`src/rtl/alu_iter.sv`:
```
// alu_iter: sequential ALU behind a start/done handshake; base ops complete in one cycle.
// Define ALU_MULDIV_EN to add iterative MUL/MULHU/DIVU/REMU taking WIDTH cycles.
module alu_iter #(
  parameter int WIDTH = 32
) (
  input  logic             CLK,
  input  logic             RST_n,
  input  logic             start,
  input  logic [3:0]       Operation,
  input  logic [WIDTH-1:0] DataA,
  input  logic [WIDTH-1:0] DataB,
  output logic             busy,
  output logic             done,
  output logic [WIDTH-1:0] Result,
  output logic             Zero,
  output logic             err
);
  localparam int SHW = $clog2(WIDTH);

  localparam logic [3:0] OP_ADD  = 4'b0000;
  localparam logic [3:0] OP_SUB  = 4'b0001;
  localparam logic [3:0] OP_SLTU = 4'b0010;
  localparam logic [3:0] OP_SRL  = 4'b0011;
  localparam logic [3:0] OP_SLL  = 4'b0100;
  localparam logic [3:0] OP_OR   = 4'b0101;
  localparam logic [3:0] OP_AND  = 4'b0110;
  localparam logic [3:0] OP_XOR  = 4'b0111;
  localparam logic [3:0] OP_SLT  = 4'b1000;
  localparam logic [3:0] OP_SRA  = 4'b1001;

  typedef enum logic [1:0] {
    S_IDLE = 2'd0,
    S_CALC = 2'd1,
    S_DONE = 2'd2
  } state_t;

  state_t           state_q, state_d;
  logic [WIDTH-1:0] result_q, result_d;
  logic             zero_q, zero_d;
  logic             err_q, err_d;

  logic             accept_s;
  logic             iter_go_s;
  logic             div_zero_s;
  logic             last_step_s;
  logic [WIDTH-1:0] fin_res_s;
  logic [WIDTH-1:0] quick_res_s;
  logic             quick_err_s;

  function automatic logic [WIDTH-1:0] base_op(input logic [3:0]       op,
                                               input logic [WIDTH-1:0] a,
                                               input logic [WIDTH-1:0] b);
    logic [SHW-1:0] sh;
    sh = b[SHW-1:0];
    case (op)
      OP_ADD:  base_op = a + b;
      OP_SUB:  base_op = a - b;
      OP_SLTU: base_op = {{(WIDTH-1){1'b0}}, (a < b)};
      OP_SRL:  base_op = a >> sh;
      OP_SLL:  base_op = a << sh;
      OP_OR:   base_op = a | b;
      OP_AND:  base_op = a & b;
      OP_XOR:  base_op = a ^ b;
      OP_SLT:  base_op = {{(WIDTH-1){1'b0}}, ($signed(a) < $signed(b))};
      OP_SRA:  base_op = WIDTH'($signed(a) >>> sh);
      default: base_op = {WIDTH{1'b0}};
    endcase
  endfunction

  // Without the iterative unit, the multiply/divide opcodes fall into the reserved space
  function automatic logic is_reserved(input logic [3:0] op);
`ifdef ALU_MULDIV_EN
    is_reserved = (op == 4'b1110) || (op == 4'b1111);
`else
    is_reserved = (op >= 4'b1010);
`endif
  endfunction

  assign accept_s = (state_q == S_IDLE) && start;

`ifdef ALU_MULDIV_EN
  localparam logic [3:0] OP_MUL   = 4'b1010;
  localparam logic [3:0] OP_MULHU = 4'b1011;
  localparam logic [3:0] OP_DIVU  = 4'b1100;
  localparam logic [3:0] OP_REMU  = 4'b1101;

  logic [SHW-1:0]   cnt_q, cnt_d;
  logic [3:0]       op_q, op_d;
  logic [WIDTH-1:0] a_q, a_d;
  logic [WIDTH-1:0] b_q, b_d;
  logic [WIDTH-1:0] hi_q, hi_d;
  logic [WIDTH-1:0] lo_q, lo_d;

  logic             is_iter_s;
  logic             is_div_s;
  logic [WIDTH:0]   mul_sum_s;
  logic [WIDTH-1:0] mul_hi_s, mul_lo_s;
  logic [WIDTH:0]   div_sh_s;
  logic             div_ge_s;
  logic [WIDTH-1:0] div_sub_s, div_rem_s, div_quo_s;

  // Classify the incoming opcode for dispatch at acceptance
  always_comb begin
    is_iter_s  = (Operation >= OP_MUL) && (Operation <= OP_REMU);
    is_div_s   = (Operation == OP_DIVU) || (Operation == OP_REMU);
    div_zero_s = is_div_s && (DataB == {WIDTH{1'b0}});
    iter_go_s  = is_iter_s && !div_zero_s;
  end

  // One iteration step: hi/lo hold partial product + multiplier, or remainder + quotient
  always_comb begin
    mul_sum_s = {1'b0, hi_q} + (lo_q[0] ? {1'b0, a_q} : {(WIDTH+1){1'b0}});
    mul_hi_s  = mul_sum_s[WIDTH:1];
    mul_lo_s  = {mul_sum_s[0], lo_q[WIDTH-1:1]};
    div_sh_s  = {hi_q, lo_q[WIDTH-1]};
    div_ge_s  = (div_sh_s >= {1'b0, b_q});
    // When div_ge_s the true difference is below 2^WIDTH, so the truncated subtract is exact
    div_sub_s = div_sh_s[WIDTH-1:0] - b_q;
    div_rem_s = div_ge_s ? div_sub_s : div_sh_s[WIDTH-1:0];
    div_quo_s = {lo_q[WIDTH-2:0], div_ge_s};
    last_step_s = (cnt_q == SHW'(WIDTH-1));
    case (op_q)
      OP_MUL:   fin_res_s = mul_lo_s;
      OP_MULHU: fin_res_s = mul_hi_s;
      OP_DIVU:  fin_res_s = div_quo_s;
      OP_REMU:  fin_res_s = div_rem_s;
      default:  fin_res_s = {WIDTH{1'b0}};
    endcase
  end

  // Iteration register next-state: load at acceptance, step while in CALC
  always_comb begin
    cnt_d = cnt_q;
    op_d  = op_q;
    a_d   = a_q;
    b_d   = b_q;
    hi_d  = hi_q;
    lo_d  = lo_q;
    if (accept_s) begin
      cnt_d = {SHW{1'b0}};
      op_d  = Operation;
      a_d   = DataA;
      b_d   = DataB;
      hi_d  = {WIDTH{1'b0}};
      lo_d  = is_div_s ? DataA : DataB;
    end else if (state_q == S_CALC) begin
      cnt_d = cnt_q + SHW'(1);
      if (op_q[2]) begin
        hi_d = div_rem_s;
        lo_d = div_quo_s;
      end else begin
        hi_d = mul_hi_s;
        lo_d = mul_lo_s;
      end
    end else begin
      cnt_d = cnt_q;
    end
  end

  // Iteration registers
  always_ff @(posedge CLK) begin
    if (!RST_n) begin
      cnt_q <= {SHW{1'b0}};
      op_q  <= 4'b0000;
      a_q   <= {WIDTH{1'b0}};
      b_q   <= {WIDTH{1'b0}};
      hi_q  <= {WIDTH{1'b0}};
      lo_q  <= {WIDTH{1'b0}};
    end else begin
      cnt_q <= cnt_d;
      op_q  <= op_d;
      a_q   <= a_d;
      b_q   <= b_d;
      hi_q  <= hi_d;
      lo_q  <= lo_d;
    end
  end
`else
  // No iterative unit: every accepted opcode finishes in one cycle
  always_comb begin
    iter_go_s   = 1'b0;
    div_zero_s  = 1'b0;
    last_step_s = 1'b0;
    fin_res_s   = {WIDTH{1'b0}};
  end
`endif

  // Single-cycle result, including the divide-by-zero conventions
  always_comb begin
    quick_res_s = base_op(Operation, DataA, DataB);
    quick_err_s = is_reserved(Operation);
    if (div_zero_s) begin
      quick_err_s = 1'b1;
      quick_res_s = Operation[0] ? DataA : {WIDTH{1'b1}};
    end else begin
      quick_err_s = quick_err_s;
    end
  end

  // FSM state register
  always_ff @(posedge CLK) begin
    if (!RST_n) begin
      state_q <= S_IDLE;
    end else begin
      state_q <= state_d;
    end
  end

  // FSM next-state logic
  always_comb begin
    state_d = state_q;
    case (state_q)
      S_IDLE: begin
        if (start) begin
          state_d = iter_go_s ? S_CALC : S_DONE;
        end else begin
          state_d = S_IDLE;
        end
      end
      S_CALC: begin
        if (last_step_s) begin
          state_d = S_DONE;
        end else begin
          state_d = S_CALC;
        end
      end
      S_DONE:  state_d = S_IDLE;
      default: state_d = S_IDLE;
    endcase
  end

  // FSM outputs decoded from the state register
  always_comb begin
    busy = (state_q != S_IDLE);
    done = (state_q == S_DONE);
  end

  // Result/flags load only on the edge that enters DONE
  always_comb begin
    result_d = result_q;
    zero_d   = zero_q;
    err_d    = err_q;
    if (accept_s && !iter_go_s) begin
      result_d = quick_res_s;
      zero_d   = (quick_res_s == {WIDTH{1'b0}});
      err_d    = quick_err_s;
    end else if ((state_q == S_CALC) && last_step_s) begin
      result_d = fin_res_s;
      zero_d   = (fin_res_s == {WIDTH{1'b0}});
      err_d    = 1'b0;
    end else begin
      result_d = result_q;
    end
  end

  // Result/flag registers
  always_ff @(posedge CLK) begin
    if (!RST_n) begin
      result_q <= {WIDTH{1'b0}};
      zero_q   <= 1'b1;
      err_q    <= 1'b0;
    end else begin
      result_q <= result_d;
      zero_q   <= zero_d;
      err_q    <= err_d;
    end
  end

  assign Result = result_q;
  assign Zero   = zero_q;
  assign err    = err_q;

endmodule

```
`config.mk`:
```
export PLATFORM = sky130hd
export DESIGN_NAME = alu_iter
export DESIGN_NICKNAME = d
export VERILOG_FILES = /design/src/rtl/alu_iter.sv
export SDC_FILE = /design/constraint.sdc
export NUM_CORES = 1
export LEC_CHECK = 0
export ABC_AREA = 1
export BUFFER_PORTS_ARGS = -buffer_cell sky130_fd_sc_hd__buf_2
export CAP_MARGIN = 20
export CORE_UTILIZATION = 40
export CTS_CLUSTER_DIAMETER = 200
export CTS_CLUSTER_SIZE = 20
export DETAILED_ROUTE_END_ITERATION = 8
export GPL_TIMING_DRIVEN = 0
export PLACE_DENSITY_LB_ADDON = 0.2
export SLEW_MARGIN = 20
export SYNTH_ARGS = -nofsm -noshare
export SYNTH_HDL_FRONTEND = slang
export SYNTH_SLANG_ARGS = --single-unit
```
`constraint.sdc`:
```
create_clock -name CLK -period 3.3 [get_ports CLK]
set_input_delay 0.495 -clock CLK [delete_from_list [all_inputs] [get_ports CLK]]
set_output_delay 0.495 -clock CLK [all_outputs]
set_load 0.05 [all_outputs]
```
Yosys cells after proc, flatten, opt, wreduce, memory -nomap -nowiden
Index checks and enable logic that the tools add are counted.
- register bits: 36
- bits in latches: 0
- memory bits (writable): 0
- ROM bits: 0
- input port bits: 71
- output and inout port bits: 36
- word-level logic and storage cells: 34
- memories kept: 0
- add/subtract/negate cells: 2
- $mul: 0
- div/mod/pow operators: 0
- magnitude comparators: 3
- eq/ne operators: 11
- shift operators: 3
- multiplexer cells: 3
- bitwise operators: 3
- reductions and logical operators: 5
- operators by type and width (cell ; count):
    $pmux 32 s10 ; 1
    $lt 32x32->1 ; 2
    $add 32x32->32 ; 1
    $and 32x32->32 ; 1
    $logic_not 32->1 ; 1
    $or 32x32->32 ; 1
    $shl 32x5->32 ; 1
    $shr 32x5->32 ; 1
    $sshr 32x5->32 ; 1
    $sub 32x32->32 ; 1
    $xor 32x32->32 ; 1
    $eq 4x3->1 const B ; 4
    $eq 4x2->1 const B ; 2
    $eq 4x4->1 const B ; 2
    $eq 4x1->1 const B ; 1
    $ge 4x4->1 const B ; 1
    $logic_not 4->1 ; 1
    $pmux 2 s2 ; 1
    $eq 2x1->1 const B ; 1
    $eq 2x2->1 const B ; 1
    $logic_not 2->1 ; 1
    $mux 2 ; 1
    $reduce_bool 2->1 ; 1
    $logic_and 1x1->1 ; 1

Depth between registers and ports, before layout
Gate-level depths: netlist (run 1).
- depth in word-level cells: 3
- depth in mapped cells: 26
- gate-level depth less buffers: 22

Worst setup path before layout (run 1)
OpenSTA, ideal clock, no wires.
- path type: input to register
- from: in DataB[3]
- to: reg zero_q, in the netlist Zero
- data arrival time: 2.835 ns
- slack: 0.405 ns
- cell stages on the path: 23
- buffers on the path: 4
- cell sequence: buf_2 -> inv_2 -> buf_2 -> buf_2 -> ha_1 -> buf_6 -> nor2_1 -> nand2_1 -> inv_1 -> nand2_1 -> nand2_1 -> nand2_1 -> nand2_1 -> nand2_1 -> a21oi_1 -> nor2_1 -> nor2_1 -> nand2_1 -> nor2_1 -> nand2_1 -> nor2_1 -> nand3_1 -> nand2_1
- longest elaborated chain between the ends: 3
- ends and longest elaborated chain (what ; RTL line ; text):
    from (decl) ; 11 ; input logic [WIDTH-1:0] DataB,
    $sub 32x32->32 (tied with other cells) ; 57 ; OP_SUB: base_op = a - b;
    $pmux 32 s10 (*) ; 55 ; case (op)
    $logic_not 32->1 (*) ; 245 ; zero_d = (quick_res_s == {WIDTH{1'b0}});
    to (signal assigned) ; 264 ; zero_q <= zero_d;
    to (decl) ; 39 ; logic zero_q, zero_d;
Every way passes the cells marked *; elsewhere a longest branch is shown, timed or not.
A chain may end at the register's enable or synchronous reset.

Final worst setup path (run 1)
- from: in DataB[1]
- to: reg zero_q, in the netlist Zero
The elaborated chain is that of the path after synthesis.

==> impl_metrics.tcl, run 1 <==
set metrics [dict create \
    ir_drop_uv 203 \
    via_per_inst 5.84 \
    max-cap-violations 0 \
    clk_latency_ns 0.29 \
    cts_buffers 5 \
    seq_area_um2 721 \
    multi_input_comb_area_um2 9470 \
    core_area_um2 28900 \
    hpwlAfterDp_um 56300 \
    p_per_area_nw_per_um2 248 \
    cp_common_cell "nand2_1" \
    slew_headroom_pct 41.1 \
    worstPathMaxFanout 21 \
    report.power.total_uw 3330 \
    final_antenna_net_count 0 \
    die_w_um 174 \
    synthFlopType "dfxtp_1" \
    clk_pin_slew_worst_paths_ns 0.06 \
    cts_sinks 36 \
    fillers 3372 \
    synth-edff-count 0 \
    syn_area_per_cell_um2 5.01 \
    arrival_ns 3.45 \
    vias 16786 \
    ys_seq_area_share_pct 6.06 \
    crit_path_end_kind "flip-flop" \
    crit_chain "buf_2 > buf_8 > inv_4 > buf_8 > ha_1 > nor2_4 > nand2_1 > nand3_2 > nand2_1 > nand2_1 > nand2_1 > nand2_2 > nand2_1 > nand2_1 > o21ai_1 > nor2_2 > nand2_1 > nor2_1 > nand2_1 > nor2_1 > nand3_1 > nand2_1" \
    slew_viol_final 0 \
    holdBufCountCts 0 \
    antenna_found_initial 0 \
    ys_async_sr_fraction_pct 0 \
    finalSetupViolations 0 \
    ys_seq_elements 36 \
    fin_area_um2 13400 \
    max_stage_delay_ns 0.32 \
    crit_buf_inv 4 \
    clk_path_buf_depth 2 \
    dr.pass1.iters 8 \
    ys_warn_count 0 \
    grt.overflow.total 0 \
    gr-usage-all-layers_pct 43.1 \
    placed_area_um2 12900 \
    placementRows 62 \
    io_buffers 106 \
    worst_path_max_delay_cell "ha_1" \
    start_util_pct 41.1 \
    fin_cells 2873 \
    start_kind "input pin" \
    wl_um 67700 \
    htreeDepth 2 \
    dieArea_um2 30400 \
    wl_per_cell_um 23.5 \
    drt_iter0_drc 2105 \
    die_height_um 174 \
    timing.final.hold_violations 0 \
    yosys.cell_types.count 36 \
    root_buffer "clkbuf_16" \
    grt_pass1_wl_um 97000 \
    fin_util_pct 46.3 \
    grt_max_degree 22 \
    synth_nets 2546 \
    critPathTopFamily "simple AND/OR/NAND/NOR gates" \
    area_growth_pct 12.8 \
    min_path_type "flip-flop to flip-flop" \
    ios 107 \
    dp.cells 2863 \
    crit_type "input pin to flip-flop" \
    timing.hold.ws_ns 0.423 \
    skew_ns 0.00666 \
    layout.nets 2661 \
    route.detailed.drc 0 \
    period_share_pct 97.6 \
    tightestPinTransition_ns 0.884 \
    synth_cells 2373 \
    p_leak_uw 0.00779 \
    layout-drive-gt1-share_pct 11.9 \
    antennaDiodeCount 0 \
    max_freq_mhz 311 \
    cts_tree "done" \
    outcome "finished, final reports clean" \
    min_period_ns 3.22 \
    critPathRequiredTime_ns 3.53 \
    place.gp.congestion 1.09 \
    synth.cell_area_um2 11900 \
    grt_pass1_vias 15531 \
]
final timing paths:
| kind | from | endpoint | slack (ns) | cells after the start |
|---|---|---|---|---|
| worst max-delay path | DataB[1] | Zero | 0.08 | 22 |
| worst min-delay path | state_q[1] | state_q[0] | 0.42 | 1 |
| worst max register to register | state_q[0] | Result[17] | 1.61 | 7 |
| worst min register to register | state_q[1] | state_q[0] | 0.42 | 1 |
metrics by stage:
stage / setup TNS, ns / setup slack (ns)
finish: 0 / 0.0801
global route: -0.00915 / -0.00915
CTS: 0 / 0.00156
detailed placement: -18.30 / -1.22
global placement: -18.00 / -1.16
floorplan: 0 / 0.405
cell families (layout without fill, tap and decap cells):
| logic type | Yosys count | count (layout) | synth area share (%) |
|---|---|---|---|
| adders and majority gates | 102 | 102 | 10.9 |
| DFF | 36 | 36 | 6.06 |
| buffers and inverters | 463 | 579 | 16.3 |
| AOI/OAI and AO/OA | 224 | 224 | 10.8 |
| and+or+nand+nor | 1548 | 1548 | 56.0 |
routing by layer:
metal	part of all wire (%)	wire [um]	GRT usage (%)
met2	45	30700	72.1
met5	0	0	0
met1	38	25900	52.4
met3	8.9	6050	5.05
met4	7.4	4980	27.0
timing repair:
| item | in CTS | in global routing |
|---|---|---|
| endpoints found under the setup margin | 29 | 2 |
| buffers inserted | 3 | 3 |
| resized for setup | 39 | 55 |
| pin swaps | 2 | 5 |
| endpoints found under the hold margin | 0 | 0 |
cell type report:
class	count	share of cell area [%]
Sequential cell	36	5.38
Multi-Input combinational cell	1874	70.6
Clock buffer	5	0.933
Buffer	100	4.61
Timing Repair Buffer	112	4.31
Inverter	359	10.2
Clock inverter	3	0.317
Tap cell	384	3.58
sequential cells by signal, indices dropped and copies added, names as in the netlist:
signal,flops
Result,32
state_q,2
Zero,1
err,1
synthesized netlist by cell type, types with 2 or more instances:
master    instances  share of area, %
nand2_1         791                25
nand3_1         456                19
inv_1           349                11
nor2_1          192               6.1
ha_1            100                11
a21oi_1          90               3.8
buf_2            56               2.4
o21ai_0          56               2.4
o211ai_1         38               2.4
dfxtp_1          36               6.1
nand4_1          28               1.5
nor3_1           25               1.1
clkbuf_1         22              0.69
o22ai_1          21               1.1
nand2_2          15              0.79
nor2_2           14              0.74
buf_4            12              0.76
buf_6            10              0.95
inv_2             8              0.25
o21bai_1          6              0.38
and2_1            5              0.26
nand3b_1          5              0.32
nor4_1            5              0.26
a31oi_1           4              0.21
and3_1            4              0.21
buf_1             4              0.13
nand3_2           4              0.34
nor2_4            3              0.28
o21ai_1           3              0.13
o221ai_1          3              0.22
fa_1              2              0.34
inv_4             2              0.11
layout by cell type, fill, tap and decap left out, types with 24 or more instances in the layout:
cell      synthesis  final
nand4_1          28     28
buf_2            56    154
inv_1           349    346
o211ai_1         38     38
a21oi_1          90     88
nand2_2          15     28
nand3_1         456    446
ha_1            100    100
o21ai_0          56     54
nand2_1         791    778
nor2_2           14     30
dfxtp_1          36     36
nor3_1           25     24
nor2_1          192    167
power by group:
part	switching, uW	total, uW	internal [uW]
registers	18.9	489	470
clock network	202	557	355
logic	1670	2280	615
total	1890	3330	1440
No activity file was read; power rests on OpenSTA's default activity.
==> run 2: changes to the inputs <==
--- a/config.mk
+++ b/config.mk
@@ -8,6 +8,7 @@
 export ABC_AREA = 1
 export BUFFER_PORTS_ARGS = -buffer_cell sky130_fd_sc_hd__buf_2
 export CAP_MARGIN = 20
+export CORE_ASPECT_RATIO = 1.4
 export CORE_UTILIZATION = 40
 export CTS_CLUSTER_DIAMETER = 200
 export CTS_CLUSTER_SIZE = 20
==> impl_metrics.tcl, run 2 (synthesis results as in run 1) <==
set metrics [dict create \
    outcome "finished, final reports clean" \
    fin_cells 2873 \
    antenna_found_initial 1 \
    slew_viol_final 0 \
    cp_common_cell "nand2_1" \
    dp.cells 2860 \
    pre_cts_slack_ns -1.19 \
    gr-usage-all-layers_pct 45.8 \
    p_per_area_nw_per_um2 250 \
    drt_iter0_drc 1829 \
    vias 17052 \
    skew_ns 0.00189 \
    route.detailed.drc 0 \
    cts_buffers 5 \
    die_height_um 206 \
    placed_area_um2 12900 \
    layout_setup_ws_ns 0.0541 \
    clk_path_buf_depth 2 \
    worst_path_max_delay_cell "clkbuf_1" \
    io_buffers 106 \
    fin_area_um2 13400 \
    finalSetupViolations 0 \
    max_stage_delay_ns 0.59 \
    ir_drop_uv 285 \
    final_antenna_net_count 0 \
    core_area_um2 29200 \
    grt_pass1_vias 15981 \
    tightestPinTransition_ns 1.18 \
    dieArea_um2 30400 \
    grtUsageMet3_pct 8.39 \
    grtUsageMet1_pct 46.4 \
    mostFrequentLayoutCells "nand2_1, nand3_1, inv_1" \
    crit_path_end_kind "flip-flop" \
    htreeDepth 2 \
    grt.overflow.total 0 \
    final_common_cell "nand2_1" \
    cts_tree "done" \
    start_util_pct 40.8 \
    largest_register_ffs 32 \
    gr-usage-met2_pct 78.6 \
    clk_latency_ns 0.28 \
    period_share_pct 98.4 \
    top_usage_layer "met2" \
    ios 107 \
    max_freq_mhz 308 \
    place.gp.congestion 1.14 \
    die_w_um 148 \
    holdBufCountCts 0 \
    cts_sinks 36 \
    wl_um 70600 \
    placementRows 74 \
    critPathRequiredTime_ns 3.53 \
    slew_headroom_pct 20.8 \
    p_leak_uw 0.00780 \
    layout-drive-gt1-share_pct 11.8 \
    timing.final.hold_violations 0 \
    crit_buf_inv 4 \
    root_buffer "clkbuf_16" \
    clk_pin_slew_worst_paths_ns 0.06 \
    critPathTopFamily "simple AND/OR/NAND/NOR gates" \
    layout.nets 2664 \
    wl_per_cell_um 24.6 \
    crit_chain "buf_2 > buf_8 > inv_8 > clkbuf_1 > nand3_1 > nand3_1 > nand2_1 > nor2_1 > nand2_1 > nor2_1 > nand2_1 > nor2_1 > nand2_1 > nor2_1 > nand3_1 > nand2_1" \
    report.power.total_uw 3350 \
    min_period_ns 3.25 \
    hpwlAfterDp_um 59000 \
    max-cap-violations 0 \
    worstPathMaxFanout 27 \
    area_growth_pct 12.8 \
    dr.pass1.iters 8 \
    arrival_ns 3.48 \
    crit_type "input pin to flip-flop" \
    grt_pass1_wl_um 100000 \
    min_path_type "flip-flop to flip-flop" \
    grt_max_degree 22 \
    start_kind "input pin" \
    via_per_inst 5.94 \
]
## run 2: worst paths after layout
path / cells after the start / slack (ns) / endpoint / from
worst min register to register: 1 / 0.43 / state_q[0] / state_q[1]
worst max-delay path: 16 / 0.05 / Zero / DataB[3]
worst max register to register: 7 / 1.53 / Result[12] / state_q[1]
worst min-delay path: 1 / 0.43 / state_q[0] / state_q[1]
## run 2: layer usage
metal	wire length, um	vias to the layer above
met3	5860	371
met1	23800	7843
met4	8510	0
met5	0	-
li1	-	7851
met2	32500	987
## run 2: stage by stage
step	hold slack [ns]	setup TNS (ns)	util, %
6_report	0.431	0	46.0
5_1_grt	0.447	-0.0110	46.0
4_1_cts	0.429	0	45.3
3_5_place_dp	0.424	-17.16	44.2
3_3_place_gp	0.406	-17.74	44.2
2_1_floorplan	0.401	0	-
## run 2: where the power goes
part           leakage [uW]  switching [uW]  internal (uW)
logic               0.00742            1700            619
registers          0.000297            19.0            470
clock network     0.0000808             185            355
total               0.00780            1910           1440
## run 2: what timing repair did
item,in CTS,in global routing
resized for setup,40,53
pin swaps,4,9
endpoints found under the hold margin,0,0
setup buffers,6,3
cloned,0,0
endpoints found under the setup margin,30,6
## run 2: area by class of cell
class                   count  area [um^2]
inverters                 359         1370
fillers                  3448        15800
clock inverters             2         35.0
clock buffers               6          129
diodes                      1         2.50
multi-input cells        1874         9460
plain buffers              99          606
well taps                 380          475
flip-flops and latches     36          721
repair buffers            116          603
==> run 3: changes to the inputs <==
--- a/config.mk
+++ b/config.mk
@@ -8,13 +8,17 @@
 export ABC_AREA = 1
 export BUFFER_PORTS_ARGS = -buffer_cell sky130_fd_sc_hd__buf_2
 export CAP_MARGIN = 20
+export CELL_PAD_IN_SITES_DETAIL_PLACEMENT = 0
+export CELL_PAD_IN_SITES_GLOBAL_PLACEMENT = 2
 export CORE_ASPECT_RATIO = 1.4
-export CORE_UTILIZATION = 40
+export CORE_MARGIN = 2
+export CORE_UTILIZATION = 31
 export CTS_CLUSTER_DIAMETER = 200
 export CTS_CLUSTER_SIZE = 20
 export DETAILED_ROUTE_END_ITERATION = 8
 export GPL_TIMING_DRIVEN = 0
 export PLACE_DENSITY_LB_ADDON = 0.2
+export REMOVE_ABC_BUFFERS = 1
 export SLEW_MARGIN = 20
 export SYNTH_ARGS = -nofsm -noshare
 export SYNTH_HDL_FRONTEND = slang
==> impl_metrics.tcl, run 3 (synthesis results as in run 1) <==
set metrics [dict create \
    outcome "finished, final reports clean" \
    die_height_um 236 \
    timing.final.hold_violations 0 \
    hpwlAfterDp_um 53100 \
    wl_um 65200 \
    finalSetupViolations 0 \
    layout_setup_ws_ns 0.141 \
    clk_pin_slew_worst_paths_ns 0.06 \
    ios 107 \
    drt_iter0_drc 1331 \
    cts_buffers 5 \
    route.detailed.drc 0 \
    start_util_pct 31.5 \
    clk_latency_ns 0.28 \
    slew_headroom_pct 37.9 \
    place.gp.congestion 0.975 \
    io_buffers 106 \
    via_per_inst 5.46 \
    crit_path_end_kind "flip-flop" \
    grt_pass1_wl_um 94400 \
    final_common_cell "nand2_1" \
    tightestPinTransition_ns 0.930 \
    max-cap-violations 0 \
    min_period_ns 3.16 \
    worstPathMaxFanout 63 \
    holdBufCountCts 0 \
    arrival_ns 3.39 \
    cts_sinks 36 \
    gr-usage-all-layers_pct 31.8 \
    layout-drive-gt1-share_pct 9.53 \
    start_kind "input pin" \
    core_area_um2 37700 \
    antennaDiodeCount 0 \
    p_leak_uw 0.00749 \
    setup_tns_ns 0 \
    mostFrequentLayoutCells "nand2_1, nand3_1, inv_1" \
    root_buffer "clkbuf_16" \
    die_w_um 169 \
    largest_register_ffs 32 \
    critPathRequiredTime_ns 3.53 \
    period_share_pct 95.7 \
    ir_drop_uv 184 \
    grt.overflow.total 0 \
    htreeDepth 2 \
    skew_ns 0.00268 \
    timing.hold.ws_ns 0.417 \
    dr.pass1.iters 6 \
    crit_type "input pin to flip-flop" \
    max_freq_mhz 317 \
    dp.cells 2851 \
    layout.nets 2564 \
    p_per_area_nw_per_um2 246 \
    clk_path_buf_depth 2 \
    wl_per_cell_um 22.8 \
    vias 15649 \
    placementRows 84 \
    cts_tree "done" \
    fin_cells 2865 \
    rsz0062_at_grt "false" \
    grt_max_degree 76 \
    area_growth_pct 10.6 \
    slew_viol_final 0 \
    grt_pass1_vias 15211 \
    antenna_found_initial 0 \
    pre_cts_slack_ns -1.71 \
    final_antenna_net_count 0 \
    min_path_type "flip-flop to flip-flop" \
    dieArea_um2 39900 \
]
## run 3: cell types whose count changed in the layout (fill, tap and decap cells not counted), sizes merged
cell and delta:
clkinvlp +1, buf -83, bufbuf +1, clkbuf -20, inv +1, diode -1
## run 3: power breakdown
part / switching (uW) / internal (uW)
Combinational: 1610 / 589
Clock: 187 / 355
Sequential: 17.4 / 470
Total: 1810 / 1410
## run 3: cell type report
type	instances	area (um^2)
Inverter	359	1400
Sequential cell	36	721
Fill cell	4486	24600
Clock inverter	2	35.0
Multi-Input combinational cell	1874	9510
Clock buffer	6	129
Timing Repair Buffer	113	743
Timing Repair inverter	2	13.8
Tap cell	473	592
## run 3: metal layers
layer	vias to the layer above	GRT usage, %	part of all wire (%)
li1	7632	-	-
met1	7367	37.2	39
met2	523	58.8	51
met3	127	1.93	4.5
met4	0	14.4	5.7
met5	-	0	0
## run 3: worst max-delay path: stages
cell and delay (ns):
buf_16 0.23, inv_16 0.13, ha_4 0.38, nand2_1 0.17, nor2_2 0.23, nand2_1 0.11
nand2_2 0.16, nand2_1 0.09, nand2_1 0.16, nand2_1 0.07, nand3_1 0.07, o21ai_1 0.18
nor2_2 0.28, nand2_1 0.09, nor2_1 0.10, nand2_1 0.06, nor2_1 0.15, nand3_1 0.09
nand2_1 0.09
## run 3: final timing paths
kind / endpoint / cells past startpoint / slack (ns) / startpoint
max reg2reg: Result[12] / 6 / 1.36 / state_q[0]
min reg2reg: state_q[0] / 1 / 0.42 / state_q[1]
max: Zero / 19 / 0.14 / DataB[3]
min: state_q[0] / 1 / 0.42 / state_q[1]
## run 3: repair_timing
action | CTS | global route
pin swaps | 1 | 2
cloned | 3 | 1
setup buffers | 2 | 0
endpoints found under the setup margin | 33 | 2
resized for setup | 58 | 45
## run 3: through the flow
stage          util, %  power, uW  cell area [um^2]
2_1_floorplan        -       1790             11300
3_3_place_gp      32.9       2560             12400
3_5_place_dp      33.1       2580             12500
4_1_cts           34.3       3170             12900
5_1_grt           34.8       3460             13100
6_report          34.8       3230             13100
